<file path="src/rtl/trafficlight_pkg.sv">
// Shared constants for the traffic-light monitor: light codes, fault codes and state encoding.
package trafficlight_pkg;

  localparam logic [1:0] LIGHT_OFF    = 2'b00;
  localparam logic [1:0] LIGHT_RED    = 2'b01;
  localparam logic [1:0] LIGHT_YELLOW = 2'b10;
  localparam logic [1:0] LIGHT_GREEN  = 2'b11;

  localparam logic [2:0] FLT_NONE      = 3'd0;
  localparam logic [2:0] FLT_CODE      = 3'd1;
  localparam logic [2:0] FLT_SEQ       = 3'd2;
  localparam logic [2:0] FLT_RED_OVR   = 3'd3;
  localparam logic [2:0] FLT_GRN_OVR   = 3'd4;
  localparam logic [2:0] FLT_YEL_OVR   = 3'd5;
  localparam logic [2:0] FLT_YEL_SHORT = 3'd6;

  localparam logic [2:0] ST_IDLE   = 3'd0;
  localparam logic [2:0] ST_RED    = 3'd1;
  localparam logic [2:0] ST_GREEN  = 3'd2;
  localparam logic [2:0] ST_YELLOW = 3'd3;
  localparam logic [2:0] ST_FAULT  = 3'd4;

endpackage

</file>
<file path="src/rtl/trafficlight_dwell_ctr.sv">
// Saturating phase-dwell counter: clear to 0, load 1 on phase entry, increment, or hold.
module trafficlight_dwell_ctr #(
  parameter int DWELL_W = 8
) (
  input  logic               clk,
  input  logic               reset,
  input  logic               clr_i,
  input  logic               load1_i,
  input  logic               inc_i,
  output logic [DWELL_W-1:0] dwell_o
);

  logic [DWELL_W-1:0] cnt_q, cnt_d;

  always_comb begin
    cnt_d = cnt_q;
    if (clr_i) begin
      cnt_d = '0;
    end else if (load1_i) begin
      cnt_d = DWELL_W'(1);
    end else if (inc_i && (cnt_q != '1)) begin
      cnt_d = cnt_q + DWELL_W'(1);
    end
  end

  always_ff @(posedge clk or posedge reset) begin
    if (reset) cnt_q <= '0;
    else       cnt_q <= cnt_d;
  end

  assign dwell_o = cnt_q;

endmodule

</file>
<file path="src/rtl/trafficlight_monitor.sv">
// Traffic-light code monitor: lamp decode, phase/dwell tracking, sticky fault with cause code.
// Optional macro TRAFFICLIGHT_MONITOR_FLASH_EN: blink the red lamp while in FAULT.
module trafficlight_monitor
  import trafficlight_pkg::*;
#(
  parameter int RED_MAX    = 64,
  parameter int GREEN_MAX  = 64,
  parameter int YELLOW_MIN = 6,
  parameter int YELLOW_MAX = 8,
  parameter int DWELL_W    = 8
) (
  input  logic               clk,
  input  logic               reset,
  input  logic [1:0]         light,
  input  logic               clear_fault,
  output logic               lamp_red,
  output logic               lamp_yellow,
  output logic               lamp_green,
  output logic               fault,
  output logic [2:0]         fault_code,
  output logic [DWELL_W-1:0] dwell,
  output logic [15:0]        cycle_count
);

  // state  | meaning
  // IDLE   | waiting for first RED; other codes ignored (controller may be unreset)
  // RED    | red phase, dwell counting
  // GREEN  | green phase, no minimum length
  // YELLOW | yellow phase, must last YELLOW_MIN before RED
  // FAULT  | sticky violation, light ignored until clear_fault

  localparam logic [DWELL_W-1:0] RED_MAX_C = DWELL_W'(RED_MAX);
  localparam logic [DWELL_W-1:0] GRN_MAX_C = DWELL_W'(GREEN_MAX);
  localparam logic [DWELL_W-1:0] YEL_MIN_C = DWELL_W'(YELLOW_MIN);
  localparam logic [DWELL_W-1:0] YEL_MAX_C = DWELL_W'(YELLOW_MAX);

  logic [2:0]  state_q, state_d;
  logic [2:0]  code_q, code_d;
  logic [15:0] cc_q, cc_d;
  logic [2:0]  lamps_q, lamps_d;
  logic        fault_q;
  logic        dw_clr, dw_load1, dw_inc;
  logic        flash_red;

  trafficlight_dwell_ctr #(.DWELL_W(DWELL_W)) u_dwell (
    .clk     (clk),
    .reset   (reset),
    .clr_i   (dw_clr),
    .load1_i (dw_load1),
    .inc_i   (dw_inc),
    .dwell_o (dwell)
  );

  always_comb begin
    state_d  = state_q;
    code_d   = code_q;
    cc_d     = cc_q;
    dw_clr   = 1'b0;
    dw_load1 = 1'b0;
    dw_inc   = 1'b0;
    case (state_q)
      ST_IDLE: begin
        if (light == LIGHT_RED) begin
          state_d  = ST_RED;
          dw_load1 = 1'b1;
        end
      end
      ST_RED: begin
        case (light)
          LIGHT_RED: begin
            if (dwell == RED_MAX_C) begin
              state_d = ST_FAULT;
              code_d  = FLT_RED_OVR;
            end else begin
              dw_inc = 1'b1;
            end
          end
          LIGHT_GREEN: begin
            state_d  = ST_GREEN;
            dw_load1 = 1'b1;
          end
          LIGHT_YELLOW: begin
            state_d = ST_FAULT;
            code_d  = FLT_SEQ;
          end
          default: begin
            state_d = ST_FAULT;
            code_d  = FLT_CODE;
          end
        endcase
      end
      ST_GREEN: begin
        case (light)
          LIGHT_GREEN: begin
            if (dwell == GRN_MAX_C) begin
              state_d = ST_FAULT;
              code_d  = FLT_GRN_OVR;
            end else begin
              dw_inc = 1'b1;
            end
          end
          LIGHT_YELLOW: begin
            state_d  = ST_YELLOW;
            dw_load1 = 1'b1;
          end
          LIGHT_RED: begin
            state_d = ST_FAULT;
            code_d  = FLT_SEQ;
          end
          default: begin
            state_d = ST_FAULT;
            code_d  = FLT_CODE;
          end
        endcase
      end
      ST_YELLOW: begin
        case (light)
          LIGHT_YELLOW: begin
            if (dwell == YEL_MAX_C) begin
              state_d = ST_FAULT;
              code_d  = FLT_YEL_OVR;
            end else begin
              dw_inc = 1'b1;
            end
          end
          LIGHT_RED: begin
            if (dwell >= YEL_MIN_C) begin
              state_d  = ST_RED;
              dw_load1 = 1'b1;
              cc_d     = cc_q + 16'd1;
            end else begin
              state_d = ST_FAULT;
              code_d  = FLT_YEL_SHORT;
            end
          end
          LIGHT_GREEN: begin
            state_d = ST_FAULT;
            code_d  = FLT_SEQ;
          end
          default: begin
            state_d = ST_FAULT;
            code_d  = FLT_CODE;
          end
        endcase
      end
      ST_FAULT: begin
        if (clear_fault) begin
          state_d = ST_IDLE;
          code_d  = FLT_NONE;
          dw_clr  = 1'b1;
        end
      end
      default: begin
        state_d = ST_IDLE;
        code_d  = FLT_NONE;
        dw_clr  = 1'b1;
      end
    endcase
  end

`ifdef TRAFFICLIGHT_MONITOR_FLASH_EN
  logic [2:0] blink_q, blink_d;

  // Blink counter restarts on FAULT entry; red toggles each time it wraps.
  always_comb begin
    blink_d   = '0;
    flash_red = 1'b1;
    if (state_q == ST_FAULT) begin
      blink_d   = blink_q + 3'd1;
      flash_red = (blink_q == 3'd7) ? ~lamps_q[2] : lamps_q[2];
    end
  end

  always_ff @(posedge clk or posedge reset) begin
    if (reset) blink_q <= '0;
    else       blink_q <= blink_d;
  end
`else
  assign flash_red = 1'b1;
`endif

  always_comb begin
    lamps_d = 3'b000;
    case (state_d)
      ST_RED:    lamps_d = 3'b100;
      ST_YELLOW: lamps_d = 3'b010;
      ST_GREEN:  lamps_d = 3'b001;
      ST_FAULT:  lamps_d = {flash_red, 2'b00};
      default:   lamps_d = 3'b000;
    endcase
  end

  always_ff @(posedge clk or posedge reset) begin
    if (reset) begin
      state_q <= ST_IDLE;
      code_q  <= FLT_NONE;
      cc_q    <= '0;
      lamps_q <= '0;
      fault_q <= 1'b0;
    end else begin
      state_q <= state_d;
      code_q  <= code_d;
      cc_q    <= cc_d;
      lamps_q <= lamps_d;
      fault_q <= (state_d == ST_FAULT);
    end
  end

  assign lamp_red    = lamps_q[2];
  assign lamp_yellow = lamps_q[1];
  assign lamp_green  = lamps_q[0];
  assign fault       = fault_q;
  assign fault_code  = code_q;
  assign cycle_count = cc_q;

endmodule

</file>
<file path="config.mk">
export PLATFORM = sky130hd
export DESIGN_NAME = trafficlight_monitor
export DESIGN_NICKNAME = d
export VERILOG_FILES = /design/src/rtl/trafficlight_pkg.sv /design/src/rtl/trafficlight_dwell_ctr.sv /design/src/rtl/trafficlight_monitor.sv
export SDC_FILE = /design/constraint.sdc
export NUM_CORES = 1
export LEC_CHECK = 0
export ABC_AREA = 1
export BUFFER_PORTS_ARGS = -buffer_cell sky130_fd_sc_hd__buf_2
export CORE_ASPECT_RATIO = 0.7
export CORE_MARGIN = 1.5
export CORE_UTILIZATION = 55
export CTS_CLUSTER_SIZE = 12
export DETAILED_ROUTE_END_ITERATION = 7
export GPL_ROUTABILITY_DRIVEN = 0
export HOLD_SLACK_MARGIN = 0.05
export PLACE_DENSITY = 0.78
export SYNTH_ARGS = -nofsm -noshare
export SYNTH_HDL_FRONTEND = slang
export SYNTH_SLANG_ARGS = --single-unit
</file>
<file path="constraint.sdc">
create_clock -name clk -period 1.9 [get_ports clk]
set_input_delay 0.095 -clock clk [delete_from_list [all_inputs] [get_ports clk]]
set_output_delay 0.095 -clock clk [all_outputs]
set_load 0.03 [all_outputs]
</file>
==> key figures, run 1 <==
Timing
  • WHS: 283 ps
  • Top achievable clock speed: 574 MHz
  • Number of setup violations in the final report: 0
  • Tmin final: ~1700 ps
  • RSZ-0062 raised after global routing: true
  • Final period util: 91.6%
  • Worst-Margin Slew: 615 ps
  • Skew final: approximately 4.8 ps
  • Hold Violations, Final: 0
  • Final worst setup slack: 159 ps
  • Worst rel slew slack: 59.0%
  • Max Transition Viols Final: 0

GRT
  • Total Routing Usage GR: 25.4%
  • GR Overflow Total: 0
  • Initial antenna violation count: 0
  • First-pass GRT wire length: about 9000 um
  • Largest net degree at the start of global routing: 35
  • Vias in the first global route: 1,982

Job
  • MaxCap Viol Count: 0

Clock network
  • TritonCTS Sinks: 34
  • TritonCTS clock tree: done
  • Clk root buf: clkbuf_8
  • Worst-Skew Late Latency: 290 ps
  • CTS Buf Count: 5
  • H-tree levels: 2
  • CTS clk-pin slew, worst paths: ~70 ps
  • Clock buffer depth: 2

Routing
  • Detail Route Antenna Nets: 0
  • Remaining DRCs: 0
  • Vias per cell: 5.14
  • TritonRoute pass-1 iters: 4
  • Wirelength per Cell: between 10 and 15 um
  • WL final: 5220 um
  • DR iter-0 viols: 135
  • Via count: ~2,100

Yosys
  • Register area share after synthesis: 36.6%
  • #FFs+latches synth: 34
  • Warnings, synthesis: 0
  • Avg Cell Area, Syn: 7.53 um^2
  • EDFF count, synth: 0
  • Syn Std Cell Area: 2330 um^2
  • Syn Nets: 324
  • Post-synth ARST share: 100%
  • Synth unique cells: 28
  • Syn Inst Count: between 300 and 400
  • Most used DFF post-synth: dfrtp_1

Placement
  • PortBufs: 35
  • Pre-CTS setup slack: 164 ps
  • Placed cell area: 2550 um^2
  • DP HPWL: ~4000 um
  • Placed cells: 395

Cells and area
  • Share of layout cells above drive strength 1: 21.0%
  • Synth-to-Final Area Change: 14.9%
  • FILL cells: 363
  • N_diodes: 0
  • Final instance area: about 2700 um^2
  • Commonest non-fill, non-tap cell in the layout: nand2_1
  • Final net count: 367
  • Post-Layout Cell Count: 405
  • Most frequent cells in the layout: 78 x nand2_1, 43 x inv_1, 35 x buf_2

Worst setup path
  • Reg2reg start: u_dwell.dwell_o[1]
  • Worst r2r dst: u_dwell.dwell_o[7]
  • R2R setup slack: 160 ps
  • Max FO, Critical Path: 10
  • Worst Setup EP: u_dwell.dwell_o[7]
  • Worst setup path class: register to register
  • Setup crit start: u_dwell.dwell_o[1]
  • Startpoint types: register
  • Worst setup EP type: register
  • WP data arrival: 1920 ps
  • Worst reg-to-reg path cell count: 11
  • Required @ worst endpoint: around 2100 ps

Worst hold path
  • HP Class: primary input to register
  • Hold Crit Start: light[1]

Die
  • Die H: about 57 um
  • Core area: 3990 um^2
  • IO Pins: 36
  • DIE WIDTH: 80.8 um
  • Initial Utilization: 58.3%
  • Cell Rows: 19
  • Area of the die: around 4600 um^2

Power and ir drop
  • Pwr dens: 938 nW/um^2
  • Clk pwr share: 22.2%
  • Combinational power share: roughly two fifths
  • Sw Ratio: 42.4%
  • Worst vdd ir: between 0.0006 and 0.0007 V
  • Internal Pwr Total: between 1 and 1.5 mW
  • Psw: 1.06 mW
  • P_leak: 1.45 nW
  • Sequential Power Share: 36.7%

Outcome
  • Outcome: completed
==> power groups by stage <==
stage	Sequential (mW)	Combinational, mW	Clock [mW]
floorplan	1.08	0.597	0
detailed placement	0.932	1.00	0
global placement	0.925	0.977	0
CTS	0.918	1.01	0.563
finish	0.920	1.03	0.556
global route	0.938	1.15	0.601
==> how the worst min path moves through the flow <==
stage | slack (ps) | end | cells after the start
2_1_floorplan | 240 | cycle_count[0] | 1
3_3_place_gp | 210 | cycle_count[14] | 3
3_5_place_dp | 220 | cycle_count[11] | 3
4_1_cts | 290 | fault_code[2] | 4
5_1_grt | 400 | fault_code[2] | 4
6_report | 280 | fault_code[2] | 4
==> kinds of logic after synthesis <==
| family | after synthesis | synth area share, % |
|---|---|---|
| AND/OR/NAND/NOR | 172 | 36.1 |
| buffers and inverters | 50 | 9.19 |
| flip-flops | 34 | 36.6 |
| AO/OA/AOI/OAI | 24 | 5.65 |
| XOR/XNOR | 19 | 7.15 |
| adder cells (fa/ha/maj) | 10 | 5.38 |
==> flip-flops by register name, indices dropped and copies added (netlist names) <==
register / flops
fault_code: 3
lamps_q: 3
state_q: 3
u_dwell.dwell_o: 8
fault: 1
cycle_count: 16
==> cell type report <==
type                    instances  area, um^2  share of cell area, %
multi-input cells             225        1280                   47.8
flip-flops and latches         34         852                   31.9
repair buffers                 40         215                   8.05
inverters                      46         173                   6.46
clock buffers                   7        86.3                   3.23
well taps                      52        65.1                   2.43
clock inverters                 1        5.00                  0.187
==> per-stage QoR <==
step / total power [mW] / utilization [%] / TNS, ps
after floorplan: 1.67 / - / 0
after global placement: 1.90 / 63.8 / 0
after detailed placement: 1.93 / 63.8 / 0
after CTS: 2.49 / 66.4 / 0
after global routing: 2.69 / 66.9 / -8.82
final: 2.51 / 66.9 / 0
==> layer usage <==
metal	global-route usage, %	vias up	routed length [um]	part of all wire [%]
met5	0	-	0	0
met4	9.11	0	91	1.7
met3	7.52	11	401	7.7
met2	37.3	75	2200	42
met1	35.7	938	2520	48
li1	-	1059	-	-
==> critical path, stage by stage (launching register included) <==
cell and delay (ps):
dfrtp_2 440, ha_1 180, nand2_1 60, nand2_1 60, nor2_2 150, nand2_4 80, nand3_4 150, nand2_4 110
nor2_8 170, nand2_4 90, nand2_1 80, nand2_1 50
==> cell usage after synthesis, types with 4 or more instances <==
cell type	instances	area share, %
a21oi_1	4	0.86
nand4_1	6	1.6
nor2_2	4	1.1
o21ai_0	14	3.0
nand3_2	5	2.2
nand2_4	4	1.9
nand2_1	78	13
xnor2_1	4	1.5
dfrtp_1	34	37
nand3_1	29	6.2
nor2_1	29	4.7
inv_1	43	6.9
xor2_1	15	5.6
nor3_1	9	1.9
ha_1	10	5.4
==> repair_timing <==
item,4_1_cts,5_1_grt
setup buffers,0,1
hold endpoints to repair,34,0
gates resized for setup,0,4
hold buffers,1,0
endpoints found under the setup margin,0,9
(Power assumes the default switching activity.)
==> run 2, diff against run 1 <==
Settings changed: RECOVER_POWER set to 100, SETUP_SLACK_MARGIN set to 0.15.
==> key figures, run 2 (synthesis results as in run 1) <==
Worst setup path
  • CP max stage cell: dfrtp_1
  • Max FO, Critical Path: 8 (-2)
  • Largest stage delay, worst path: 460 ps (+20 ps)
  • Worst setup path class: register to register
  • R2R setup slack: 90 ps (-70 ps)
  • WP data arrival: 2030 ps (+110 ps)
  • Cells along the critical path: ha_4 > nand2_2 > nand2_2 > nor2_4 > nand2_4 > nand3_4 > nand2_8 > nor2_8 > buf_4 > nand3_1 > nand2_1
  • Crit path top cell by count: nand2_2
  • Cell family with most CP delay: simple AND/OR/NAND/NOR gates
  • WP buf/inv: 1 (+1)
  • Worst setup EP type: register
  • Startpoint types: register
  • Required @ worst endpoint: 2120 ps (+40 ps)

Timing
  • Number of setup violations in the final report: 0 (unchanged)
  • Worst rel slew slack: 44.1% (-15 points)
  • Max Transition Viols Final: 0 (unchanged)
  • Top achievable clock speed: 552 MHz (-3.9%)
  • Skew final: 5.51 ps (+0.742 ps)
  • Hold Violations, Final: 0 (unchanged)
  • Final period util: 95.4% (+3.8 points)
  • Worst-Margin Slew: 838 ps (+223 ps)
  • WHS: 294 ps (+11.1 ps)
  • Tmin final: 1810 ps (+71.4 ps)
  • Total Neg Setup Slack: 0 ps (unchanged)
  • Final worst setup slack: 87.3 ps (-71.4 ps)
  • RSZ-0062 raised after global routing: true

Clock network
  • Clock buffer depth: 2 (unchanged)
  • H-tree levels: 2 (unchanged)
  • TritonCTS Sinks: 34 (unchanged)
  • Worst-Skew Late Latency: 280 ps (about the same)
  • TritonCTS clock tree: done
  • CTS Buf Count: 5 (unchanged)
  • CTS clk-pin slew, worst paths: 80 ps (about the same)
  • Clk root buf: clkbuf_8

Routing
  • WL final: 5710 um (+9.4%)
  • Detail Route Antenna Nets: 0 (unchanged)
  • Via count: 2,148 (+3.1%)
  • TritonRoute pass-1 iters: 4 (unchanged)
  • DR iter-0 viols: 136 (+0.74%)
  • Wirelength per Cell: 13.7 um (+6.7%)
  • Vias per cell: 5.18 (+0.64%)
  • Remaining DRCs: 0 (unchanged)

GRT
  • First-pass GRT wire length: 8830 um (-1.7%)
  • Total Routing Usage GR: 25.0% (-0.45 points)
  • GR Overflow Total: 0 (unchanged)
  • Largest net degree at the start of global routing: 35 (unchanged)
  • Initial antenna violation count: 0 (unchanged)
  • Vias in the first global route: 1,845 (-6.9%)

Power and ir drop
  • P_leak: 1.39 nW (-4.4%)
  • Tot Pwr: 2.77 mW (+10%)
  • Pwr dens: 988 nW/um^2 (+5.4%)
  • Worst vdd ir: 0.000666 V (+6.1%)

Die
  • Core area: 3990 um^2 (unchanged)
  • DIE WIDTH: 80.8 um (unchanged)
  • Die H: 57.4 um (unchanged)
  • Initial Utilization: 58.3% (unchanged)
  • Cell Rows: 19 (unchanged)
  • IO Pins: 36 (unchanged)
  • Area of the die: 4640 um^2 (unchanged)

Job
  • MaxCap Viol Count: 0 (unchanged)

Cells and area
  • Most frequent cells in the layout: 69 x nand2_1, 41 x inv_1, 33 x dfrtp_1
  • Commonest non-fill, non-tap cell in the layout: nand2_1
  • Share of layout cells above drive strength 1: 19.0% (-2.0 points)
  • Final net count: 377 (+2.7%)
  • Synth-to-Final Area Change: 20.5%
  • Post-layout util: 70.2% (+3.3 points)
  • N_diodes: 0 (unchanged)
  • Max reg flops: 16 (unchanged)

Worst hold path
  • HP Class: primary input to register

Placement
  • PortBufs: 35 (unchanged)
  • DP HPWL: 3900 um (-1.9%)
  • Pre-CTS setup slack: 143 ps (-21.2 ps)

Outcome
  • Outcome: completed
## run 2: cell types whose count changed in the layout (fill, tap and decap cells not counted), sizes merged
| cell | before | now |
|---|---|---|
| bufinv | 0 | 1 |
| clkinv | 1 | 2 |
| clkbuf | 7 | 38 |
| inv | 46 | 45 |
| nand2 | 85 | 86 |
| buf | 39 | 15 |
| clkinvlp | 0 | 1 |
## run 2: repair_timing
item,4_1_cts,5_1_grt
resized for setup,0,30
cloned,0,1
pin swaps,0,8
hold buffers,1,0
endpoints found under the setup margin,6,21
buffers inserted,2,7
hold endpoints to repair,34,0
## run 2: worst register-to-register path: stages (launching register included)
cell and delay (ps):
dfrtp_1 460, ha_4 190, nand2_2 60, nand2_2 60
nor2_4 140, nand2_4 80, nand3_4 160, nand2_8 90
nor2_8 210, buf_4 140, nand3_1 70, nand2_1 100
## run 2: layer usage
layer  track usage [%]  wire length [um]  vias up
met3              5.28               332        6
li1                  -                 -     1081
met5                 0                 0        -
met4              3.69                32        0
met1              39.3              2740      996
met2              35.9              2600       65
## run 2: metrics by stage
| step | area (um^2) | cells |
|---|---|---|
| 2_1_floorplan | 2330 | 309 |
| 3_3_place_gp | 2560 | 396 |
| 3_5_place_dp | 2560 | 396 |
| 4_1_cts | 2690 | 407 |
| 5_1_grt | 2800 | 415 |
| 6_report | 2800 | 415 |
## run 2: layout make-up
cell class,instances,area (um^2)
well taps,52,65.1
clock inverters,3,40.0
fillers,334,1190
clock buffers,5,68.8
repair buffers,49,241
flip-flops and latches,34,852
multi-input cells,226,1360
inverters,46,179
## run 2: path summary, 6_finish.rpt
path / from / end / depth (start not counted)
max reg2reg: u_dwell.dwell_o[1] / u_dwell.dwell_o[3] / 11
max in group asynchronous: reset / u_dwell.dwell_o[0] / 4
min reg2reg: fault_code[1] / fault_code[1] / 2
max: u_dwell.dwell_o[1] / u_dwell.dwell_o[3] / 11
min in group asynchronous: reset / u_dwell.dwell_o[7] / 4
min: light[1] / fault_code[2] / 4
## run 2: where the power goes
| part | internal, mW | switching, mW |
|---|---|---|
| Clock | 0.386 | 0.278 |
| Sequential | 0.823 | 0.111 |
| Combinational | 0.388 | 0.784 |
| Total | 1.60 | 1.17 |
